**src/rtl/riscv_wb_pkg.sv**
```systemverilog
// Shared definitions for the writeback stage: load funct3 codes and FSM state type.
package riscv_wb_pkg;

  localparam logic [2:0] F3_LB  = 3'b000;
  localparam logic [2:0] F3_LH  = 3'b001;
  localparam logic [2:0] F3_LW  = 3'b010;
  localparam logic [2:0] F3_LBU = 3'b100;
  localparam logic [2:0] F3_LHU = 3'b101;

  typedef enum logic {
    IDLE     = 1'b0,
    WAIT_RSP = 1'b1
  } wb_state_t;

endpackage

```
**src/rtl/load_extend.sv**
```systemverilog
// Combinational load formatter: selects byte/half/word from an aligned memory
// word and applies sign or zero extension. Unlisted funct3 codes behave as LW.
module load_extend
  import riscv_wb_pkg::*;
(
  input  logic [2:0]  f3,
  input  logic [1:0]  off,
  input  logic [31:0] word,
  output logic [31:0] data
);

  logic [7:0]  byte_sel;
  logic [15:0] half_sel;

  // Pick the addressed byte and halfword (halfword ignores off[0]).
  always_comb begin
    byte_sel = word[7:0];
    case (off)
      2'd0: byte_sel = word[7:0];
      2'd1: byte_sel = word[15:8];
      2'd2: byte_sel = word[23:16];
      2'd3: byte_sel = word[31:24];
      default: byte_sel = word[7:0];
    endcase
    half_sel = off[1] ? word[31:16] : word[15:0];
  end

  // Apply extension according to the load type.
  always_comb begin
    data = word;
    case (f3)
      F3_LB:   data = {{24{byte_sel[7]}}, byte_sel};
      F3_LH:   data = {{16{half_sel[15]}}, half_sel};
      F3_LBU:  data = {24'd0, byte_sel};
      F3_LHU:  data = {16'd0, half_sel};
      default: data = word;
    endcase
  end

endmodule

```
**src/rtl/writeback_stage.sv**
```systemverilog
// Writeback stage: owns the register-file write port, tracks one outstanding
// load, formats load data and reports RAW hazards to decode.
// Optional macro WB_BYPASS_EN: forward the staged write to decode instead of
// stalling on it.
module writeback_stage
  import riscv_wb_pkg::*;
#(
  parameter int DATA_WIDTH = 32,
  parameter int ADDR_WIDTH = 5
) (
  input  logic                  clk,
  input  logic                  rst_n,
  input  logic                  ex_valid,
  output logic                  ex_ready,
  input  logic [ADDR_WIDTH-1:0] ex_rd,
  input  logic [DATA_WIDTH-1:0] ex_data,
  input  logic                  ex_is_load,
  input  logic [2:0]            ex_load_f3,
  input  logic [1:0]            ex_byte_off,
  input  logic                  mem_rsp_valid,
  input  logic [DATA_WIDTH-1:0] mem_rsp_data,
  output logic                  wr_en,
  output logic [ADDR_WIDTH-1:0] rw_addr,
  output logic [DATA_WIDTH-1:0] wr_data,
  input  logic [ADDR_WIDTH-1:0] rs1_addr,
  input  logic [ADDR_WIDTH-1:0] rs2_addr,
  output logic                  rs1_hazard,
  output logic                  rs2_hazard
`ifdef WB_BYPASS_EN
  ,
  output logic                  rs1_fwd,
  output logic                  rs2_fwd,
  output logic [DATA_WIDTH-1:0] rs1_fwd_data,
  output logic [DATA_WIDTH-1:0] rs2_fwd_data
`endif
);

  wb_state_t             state_reg, state_next;
  logic [ADDR_WIDTH-1:0] pend_rd_reg, pend_rd_next;
  logic [2:0]            pend_f3_reg, pend_f3_next;
  logic [1:0]            pend_off_reg, pend_off_next;
  logic                  wr_en_reg, wr_en_next;
  logic [ADDR_WIDTH-1:0] rw_addr_reg, rw_addr_next;
  logic [DATA_WIDTH-1:0] wr_data_reg, wr_data_next;
  logic [DATA_WIDTH-1:0] load_data;

  load_extend u_load_extend (
    .f3   (pend_f3_reg),
    .off  (pend_off_reg),
    .word (mem_rsp_data),
    .data (load_data)
  );

  // State and write-port registers; reset drops any pending load.
  always_ff @(posedge clk or negedge rst_n) begin
    if (!rst_n) begin
      state_reg    <= IDLE;
      pend_rd_reg  <= '0;
      pend_f3_reg  <= '0;
      pend_off_reg <= '0;
      wr_en_reg    <= 1'b0;
      rw_addr_reg  <= '0;
      wr_data_reg  <= '0;
    end else begin
      state_reg    <= state_next;
      pend_rd_reg  <= pend_rd_next;
      pend_f3_reg  <= pend_f3_next;
      pend_off_reg <= pend_off_next;
      wr_en_reg    <= wr_en_next;
      rw_addr_reg  <= rw_addr_next;
      wr_data_reg  <= wr_data_next;
    end
  end

  // Next-state logic: ALU results write next cycle, loads park in WAIT_RSP.
  // Writes to x0 complete normally but never raise wr_en.
  always_comb begin
    state_next    = state_reg;
    pend_rd_next  = pend_rd_reg;
    pend_f3_next  = pend_f3_reg;
    pend_off_next = pend_off_reg;
    wr_en_next    = 1'b0;
    rw_addr_next  = rw_addr_reg;
    wr_data_next  = wr_data_reg;
    case (state_reg)
      IDLE: begin
        if (ex_valid) begin
          if (ex_is_load) begin
            pend_rd_next  = ex_rd;
            pend_f3_next  = ex_load_f3;
            pend_off_next = ex_byte_off;
            state_next    = WAIT_RSP;
          end else begin
            wr_en_next   = (ex_rd != '0);
            rw_addr_next = ex_rd;
            wr_data_next = ex_data;
          end
        end
      end
      WAIT_RSP: begin
        if (mem_rsp_valid) begin
          wr_en_next   = (pend_rd_reg != '0);
          rw_addr_next = pend_rd_reg;
          wr_data_next = load_data;
          state_next   = IDLE;
        end
      end
      default: state_next = IDLE;
    endcase
  end

  assign ex_ready = (state_reg == IDLE);
  assign wr_en    = wr_en_reg;
  assign rw_addr  = rw_addr_reg;
  assign wr_data  = wr_data_reg;

  logic load_hz1, load_hz2, staged_hit1, staged_hit2;
  assign load_hz1    = (state_reg == WAIT_RSP) && (rs1_addr == pend_rd_reg) && (pend_rd_reg != '0);
  assign load_hz2    = (state_reg == WAIT_RSP) && (rs2_addr == pend_rd_reg) && (pend_rd_reg != '0);
  assign staged_hit1 = wr_en_reg && (rw_addr_reg == rs1_addr) && (rs1_addr != '0);
  assign staged_hit2 = wr_en_reg && (rw_addr_reg == rs2_addr) && (rs2_addr != '0);

`ifdef WB_BYPASS_EN
  assign rs1_hazard   = load_hz1;
  assign rs2_hazard   = load_hz2;
  assign rs1_fwd      = staged_hit1;
  assign rs2_fwd      = staged_hit2;
  assign rs1_fwd_data = wr_data_reg;
  assign rs2_fwd_data = wr_data_reg;
`else
  assign rs1_hazard = load_hz1 | staged_hit1;
  assign rs2_hazard = load_hz2 | staged_hit2;
`endif

endmodule
```
**config.mk**
```make
export PLATFORM = sky130hd
export DESIGN_NAME = writeback_stage
export DESIGN_NICKNAME = d
export VERILOG_FILES = /design/src/rtl/riscv_wb_pkg.sv /design/src/rtl/load_extend.sv /design/src/rtl/writeback_stage.sv
export SDC_FILE = /design/constraint.sdc
export NUM_CORES = 1
export LEC_CHECK = 0
export BUFFER_PORTS_ARGS = -buffer_cell sky130_fd_sc_hd__buf_2
export CAP_MARGIN = 40
export CORE_UTILIZATION = 50
export DETAILED_ROUTE_END_ITERATION = 7
export HOLD_SLACK_MARGIN = 0.15
export PLACE_DENSITY = 0.89
export RECOVER_POWER = 25
export SYNTH_ARGS = -nofsm -noshare
export SYNTH_HDL_FRONTEND = slang
export SYNTH_SLANG_ARGS = --single-unit
```
**constraint.sdc**
```tcl
create_clock -name clk -period 3.2 [get_ports clk]
set_input_delay 0.64 -clock clk [delete_from_list [all_inputs] [get_ports clk]]
set_output_delay 0.64 -clock clk [all_outputs]
set_load 0.02 [all_outputs]
```
* Word-level counts from Yosys, hierarchy flattened
Cells that the tools add are included.
** Storage, ports and cells
- Flip-flop bits (word level) :: 49
- Input bits :: 89
- Output and inout port bits :: 41
- Word-level logic and storage cells :: 58
** Operators by class
- Equality and inequality tests :: 13
- Multiplexer cells :: 19
- Bitwise gates (word level) :: 3
- Reduce and logical (&&, ||, !) cells :: 16
** Operators by type and width (count)
- 32-bit case mux with 4 select lines :: 1
- 32-bit 2-to-1 mux :: 3
- 32-bit case mux with 2 select lines :: 1
- 8-bit case mux with 4 select lines :: 1
- 5-bit equality test :: 4
- 5-bit nonzero test :: 4
- 16-bit 2-to-1 mux :: 1
- 5-bit 2-to-1 mux :: 3
- 5-bit case mux with 2 select lines :: 1
- 1-bit logical AND :: 8
- 3-bit equality test (second input constant) :: 2
- 1-bit 2-to-1 mux :: 6
- 2-bit inequality test (second input constant) :: 3
- 3-bit AND reduction :: 2
- 2-bit equality test (second input constant) :: 2
- 1-bit case mux with 2 select lines :: 2
- 3-bit by 1-bit equality test with 1-bit output (second input constant) :: 1
- 3-bit zero test :: 1
- 2-bit by 1-bit equality test with 1-bit output (second input constant) :: 1
- 2-bit zero test :: 1
- 1-bit bitwise OR :: 2
- 1-bit NOT :: 1

* Logic depth before layout (Yosys ltp)
- Depth after elaboration :: 5
- Mapped depth :: 7
- Depth with buffers taken out :: 4

* By module
From an unflattened synthesis, not the netlist that was laid out.
** Second synthesis, totals
- Cells, all modules :: 336
- Area total of the unflattened synthesis :: 3062.9 µm²
** Modules (own cells, without submodules)
- writeback_stage :: times used 1, cells each 226, area an instance 2413.6 µm², sequential area each 1226.2 µm²
- load_extend :: times used 1, cells each 110, area an instance 649.4 µm², sequential area each 0.0 µm²

* Least setup slack after synthesis
OpenSTA, ideal clock, no wires.
- Path kind :: input-to-output
- From :: in rs1_addr[2]
- To :: out rs1_hazard
- Arrival time :: 1.434 ns
- Required time :: 2.560 ns
- Path slack :: 1.126 ns
- Cell stages on the path :: 3
- Buffers on the path :: 0
- Cell sequence :: xor2_1 -> a2111oi_0 -> a31o_1
** Between the ends
- Longest elaborated chain between the ends :: 4
- Elaborated cells on any way between the ends :: 8
- Classes of those cells :: eq/ne: 2; bitwise: 1; reduce/logical: 5
** RTL lines
- start, declared :: RTL line writeback_stage.sv:25 : input logic [ADDR_WIDTH-1:0] rs1_addr,
- 5-bit equality test (on tied branches) :: RTL line writeback_stage.sv:118, writeback_stage.sv:120
- 1-bit logical AND (on tied branches) (2 in a row) :: RTL line writeback_stage.sv:118, writeback_stage.sv:120
- 1-bit bitwise OR (*) :: RTL line writeback_stage.sv:131 : assign rs1_hazard = load_hz1 | staged_hit1;
- end, declared :: RTL line writeback_stage.sv:27 : output logic rs1_hazard,
Mark *: on every way between the ends. The rest lies on a longest branch, timed or not.

* Worst setup path in the final report
- From :: reg pend_rd_reg[0]
- To :: out rs1_hazard
** Between the ends
- Longest elaborated chain between the ends :: 4
- Elaborated cells on any way between the ends :: 5
- Classes of those cells :: eq/ne: 1; bitwise: 1; reduce/logical: 3
** RTL lines
- start, declared :: RTL line writeback_stage.sv:39 : logic [ADDR_WIDTH-1:0] pend_rd_reg, pend_rd_next;
- start signal, assigned :: RTL line writeback_stage.sv:66 : pend_rd_reg <= pend_rd_next;
- 5-bit equality test :: RTL line writeback_stage.sv:118 : assign load_hz1 = (state_reg == WAIT_RSP) && (rs1_addr == pend_rd_reg) && (pend_rd_reg != '0);
- 1-bit logical AND :: RTL line writeback_stage.sv:118
- 1-bit logical AND (*) :: RTL line writeback_stage.sv:118
- 1-bit bitwise OR (*) :: RTL line writeback_stage.sv:131
Marks and branches as above.

==> impl_metrics.py <==
metrics = {
    "cts": {
        "clock_sinks": 49,
        "worstSkewPairLatency_ns": 0.30,
        "clk_pin_slew_worst_paths_ns": 0.08,
        "clockBufferDepth": 2,
        "h-tree-depth": 2,
        "cts_resized": 0,
        "cts_buffers": 5,
        "cts_tree": "yes",
        "cts_hold_buf": 0,
        "root_buffer": "clkbuf_8",
        "post_cts_buffers": 0,
    },
    "route": {
        "drt_wl_total_um": 8880,
        "routed-via-count": 3049,
        "first_pass_iters": 5,
        "drtIter0Drc": 172,
        "vias_per_cell": 6.12,
        "drc_errors": 0,
        "wl_per_cell_um": 17.8,
        "detail-route-antenna-nets": 0,
    },
    "layout": {
        "multi_input_area_sq_um": 1670,
        "area_delta_synth_final_pct": 24.1,
        "finalNonFillerCells": 498,
        "seq_area_sq_um": 1230,
        "diodes": 0,
        "largest_reg_flops": 32,
        "fillers": 487,
        "final_layout_size_suffix_gt1_share_pct": 41.4,
        "layout.nets": 512,
    },
    "logic_synthesis": {
        "synthTopCellsByArea": "dfrtp_1, a221oi_1, mux2_2",
        "ys_ff_latch": 49,
        "synth_nets": 393,
        "synth_ff_type": "dfrtp_1",
        "synthesis.area_sq_um": 3040,
        "synth_warnings": 0,
        "synth_top_area_share_pct": 40.4,
        "synth_edf_count": 0,
        "yosysTopAreaCell": "dfrtp_1",
        "synthArstFlopShare_pct": 100,
        "synthCells": 304,
        "yosysSeqAreaShare_pct": 40.4,
        "yosysUniqueCellTypes": 49,
        "synth.avg_cell_area_sq_um": 9.99,
    },
    "sta": {
        "slew_headroom_pct": 2.11,
        "setup_viol": 0,
        "drv_slew": 0,
        "tightestPinTransition_ns": 1.47,
        "setup_tns_ns": 0,
        "final.period_utilization_pct": 79.9,
        "fin_crit_ns": 2.56,
        "timing_hold_violations_final": 0,
        "fmax_ghz": 0.391,
        "rsz0062_at_grt": "false",
        "fin_skew_ns": 0.00422,
    },
    "placement": {
        "dp_hpwl_um": 6740,
        "dp_cells": 491,
        "port-buffer-count": 129,
        "gp_congestion": 0.905,
    },
    "floorplan": {
        "dieArea_sq_um": 6390,
        "fp-row-count": 28,
        "coreArea_sq_um": 5890,
        "start_util_pct": 51.6,
        "die_x_um": 79.9,
        "die_h_um": 79.9,
        "boundaryPins": 130,
    },
    "grt": {
        "grt_overflow": 0,
        "grt_antenna_before_repair": 0,
        "grt_pass1_vias": 2760,
        "grt_pass1_wl_um": 13600,
        "grt_start_max_net_pins": 40,
        "track_usage_pct": 27.6,
    },
    "critical_path": {
        "crit_path_end_kind": "output pin",
        "crit_path_max_fanout": 5,
        "arrival_ns": 1.92,
        "ff2ff_setup_slack_ns": 0.95,
        "startpoint_type": "flop",
        "crit_required_ns": 2.56,
        "path_class": "flop to output pin",
    },
    "flow_run": {
        "cap_violations": 0,
    },
    "pwr": {
        "seqPwrFrac_pct": 42.0,
        "comb_power_share_pct": 42.2,
        "switching_share_pct": 40.9,
        "peakVddDrop_v": 0.000304,
        "powerDensity_nw_per_um2": 610,
        "power.leakage_nw": 1.70,
        "intPower_mw": 1.36,
        "switchingPower_mw": 0.941,
        "clockPowerShare_pct": 15.8,
    },
    "hold_path": {
        "hold_path.class": "flop to flop",
    },
    "outcome": {
        "status": "finished clean",
    },
}
[final cells by class]
class	count	area share, %
Inverter	5	0.498
Timing Repair Buffer	132	18.0
Tap cell	75	2.49
Sequential cell	49	32.5
Multi-Input combinational cell	230	44.2
Clock buffer	7	2.29
[cells in the final DEF (no fill, tap or decap), types with 2 or more instances in the layout]
| cell type | instances |
|---|---|
| mux2_2 | 17 |
| a31o_1 | 2 |
| o21ai_2 | 3 |
| nor3_1 | 7 |
| o21ai_1 | 7 |
| o22ai_1 | 8 |
| xnor2_1 | 8 |
| o21ai_0 | 18 |
| a21oi_1 | 9 |
| nor2_1 | 35 |
| buf_2 | 128 |
| o41ai_1 | 2 |
| dfrtp_1 | 49 |
| or2_1 | 6 |
| nand2b_1 | 2 |
| or4_1 | 2 |
| a2111oi_0 | 2 |
| mux2i_1 | 13 |
| clkbuf_8 | 6 |
| xor2_1 | 10 |
| nand3_1 | 5 |
| a211oi_2 | 7 |
| inv_1 | 4 |
| buf_4 | 2 |
| clkbuf_1 | 2 |
| and2_1 | 6 |
| a22oi_1 | 8 |
| a221oi_1 | 22 |
| nor4_1 | 2 |
| nand2_1 | 12 |
[power groups by stage]
stage	Sequential [mW]	Combinational, mW	Clock (mW)
finish	0.966	0.971	0.364
global route	0.990	1.04	0.395
global placement	0.967	0.929	0
detailed placement	0.974	0.963	0
CTS	0.961	0.968	0.372
floorplan	1.09	0.509	0
[logic make-up (layout without fill, tap and decap cells)]
kind of cell	Yosys count	in the layout	share of synthesized area (%)
XOR/XNOR	18	18	5.19
AND/OR/NAND/NOR	86	86	14.4
buffers and inverters	25	144	4.78
AO/OA/AOI/OAI	95	95	23.9
multiplexers	31	31	11.3
flip-flops	49	49	40.4
[metal layers]
metal	vias to the layer above	GRT usage (%)	share of wire, %
li1	1372	-	-
met1	1481	35.7	40
met2	182	46.7	49
met3	14	6.97	10
met4	0	5.71	1.1
met5	-	0	0
[final timing paths]
path / start / end / cells after the start
max reg2reg: state_reg / pend_rd_reg[0] / 3
max: pend_rd_reg[0] / rs1_hazard / 5
max in group asynchronous: rst_n / pend_off_reg[1] / 1
min reg2reg: wr_data[7] / wr_data[7] / 2
min: wr_data[7] / wr_data[7] / 2
min in group asynchronous: rst_n / wr_data[21] / 1
[worst max-delay path, stage by stage (launching register included)]
cell,delay (ns)
dfrtp_1,0.45
or4_1,0.56
o21ai_2,0.18
nor4_1,0.08
a31o_1,0.19
buf_2,0.16
[cell usage after synthesis (all sizes together), types with 9 or more instances]
master and count:
dfrtp 49, nor2 36, o21ai 28, a221oi 23
mux2 17, mux2i 13, nand2 13, buf 12
a21oi 10, xor2 10, o22ai 9
[metrics by stage]
stage	total power [mW]	hold WS, ns	instance area [sq um]	setup WS [ns]	util [%]
4_1_cts	2.30	0.360	3770	0.632	64.1
2_1_floorplan	1.60	0.344	3040	1.13	-
3_5_place_dp	1.94	0.491	3680	0.710	62.6
5_1_grt	2.43	0.559	3770	0.493	64.1
3_3_place_gp	1.90	0.462	3660	0.888	62.3
6_report	2.30	0.501	3770	0.644	64.1
No activity file was read; power rests on OpenSTA's default activity.
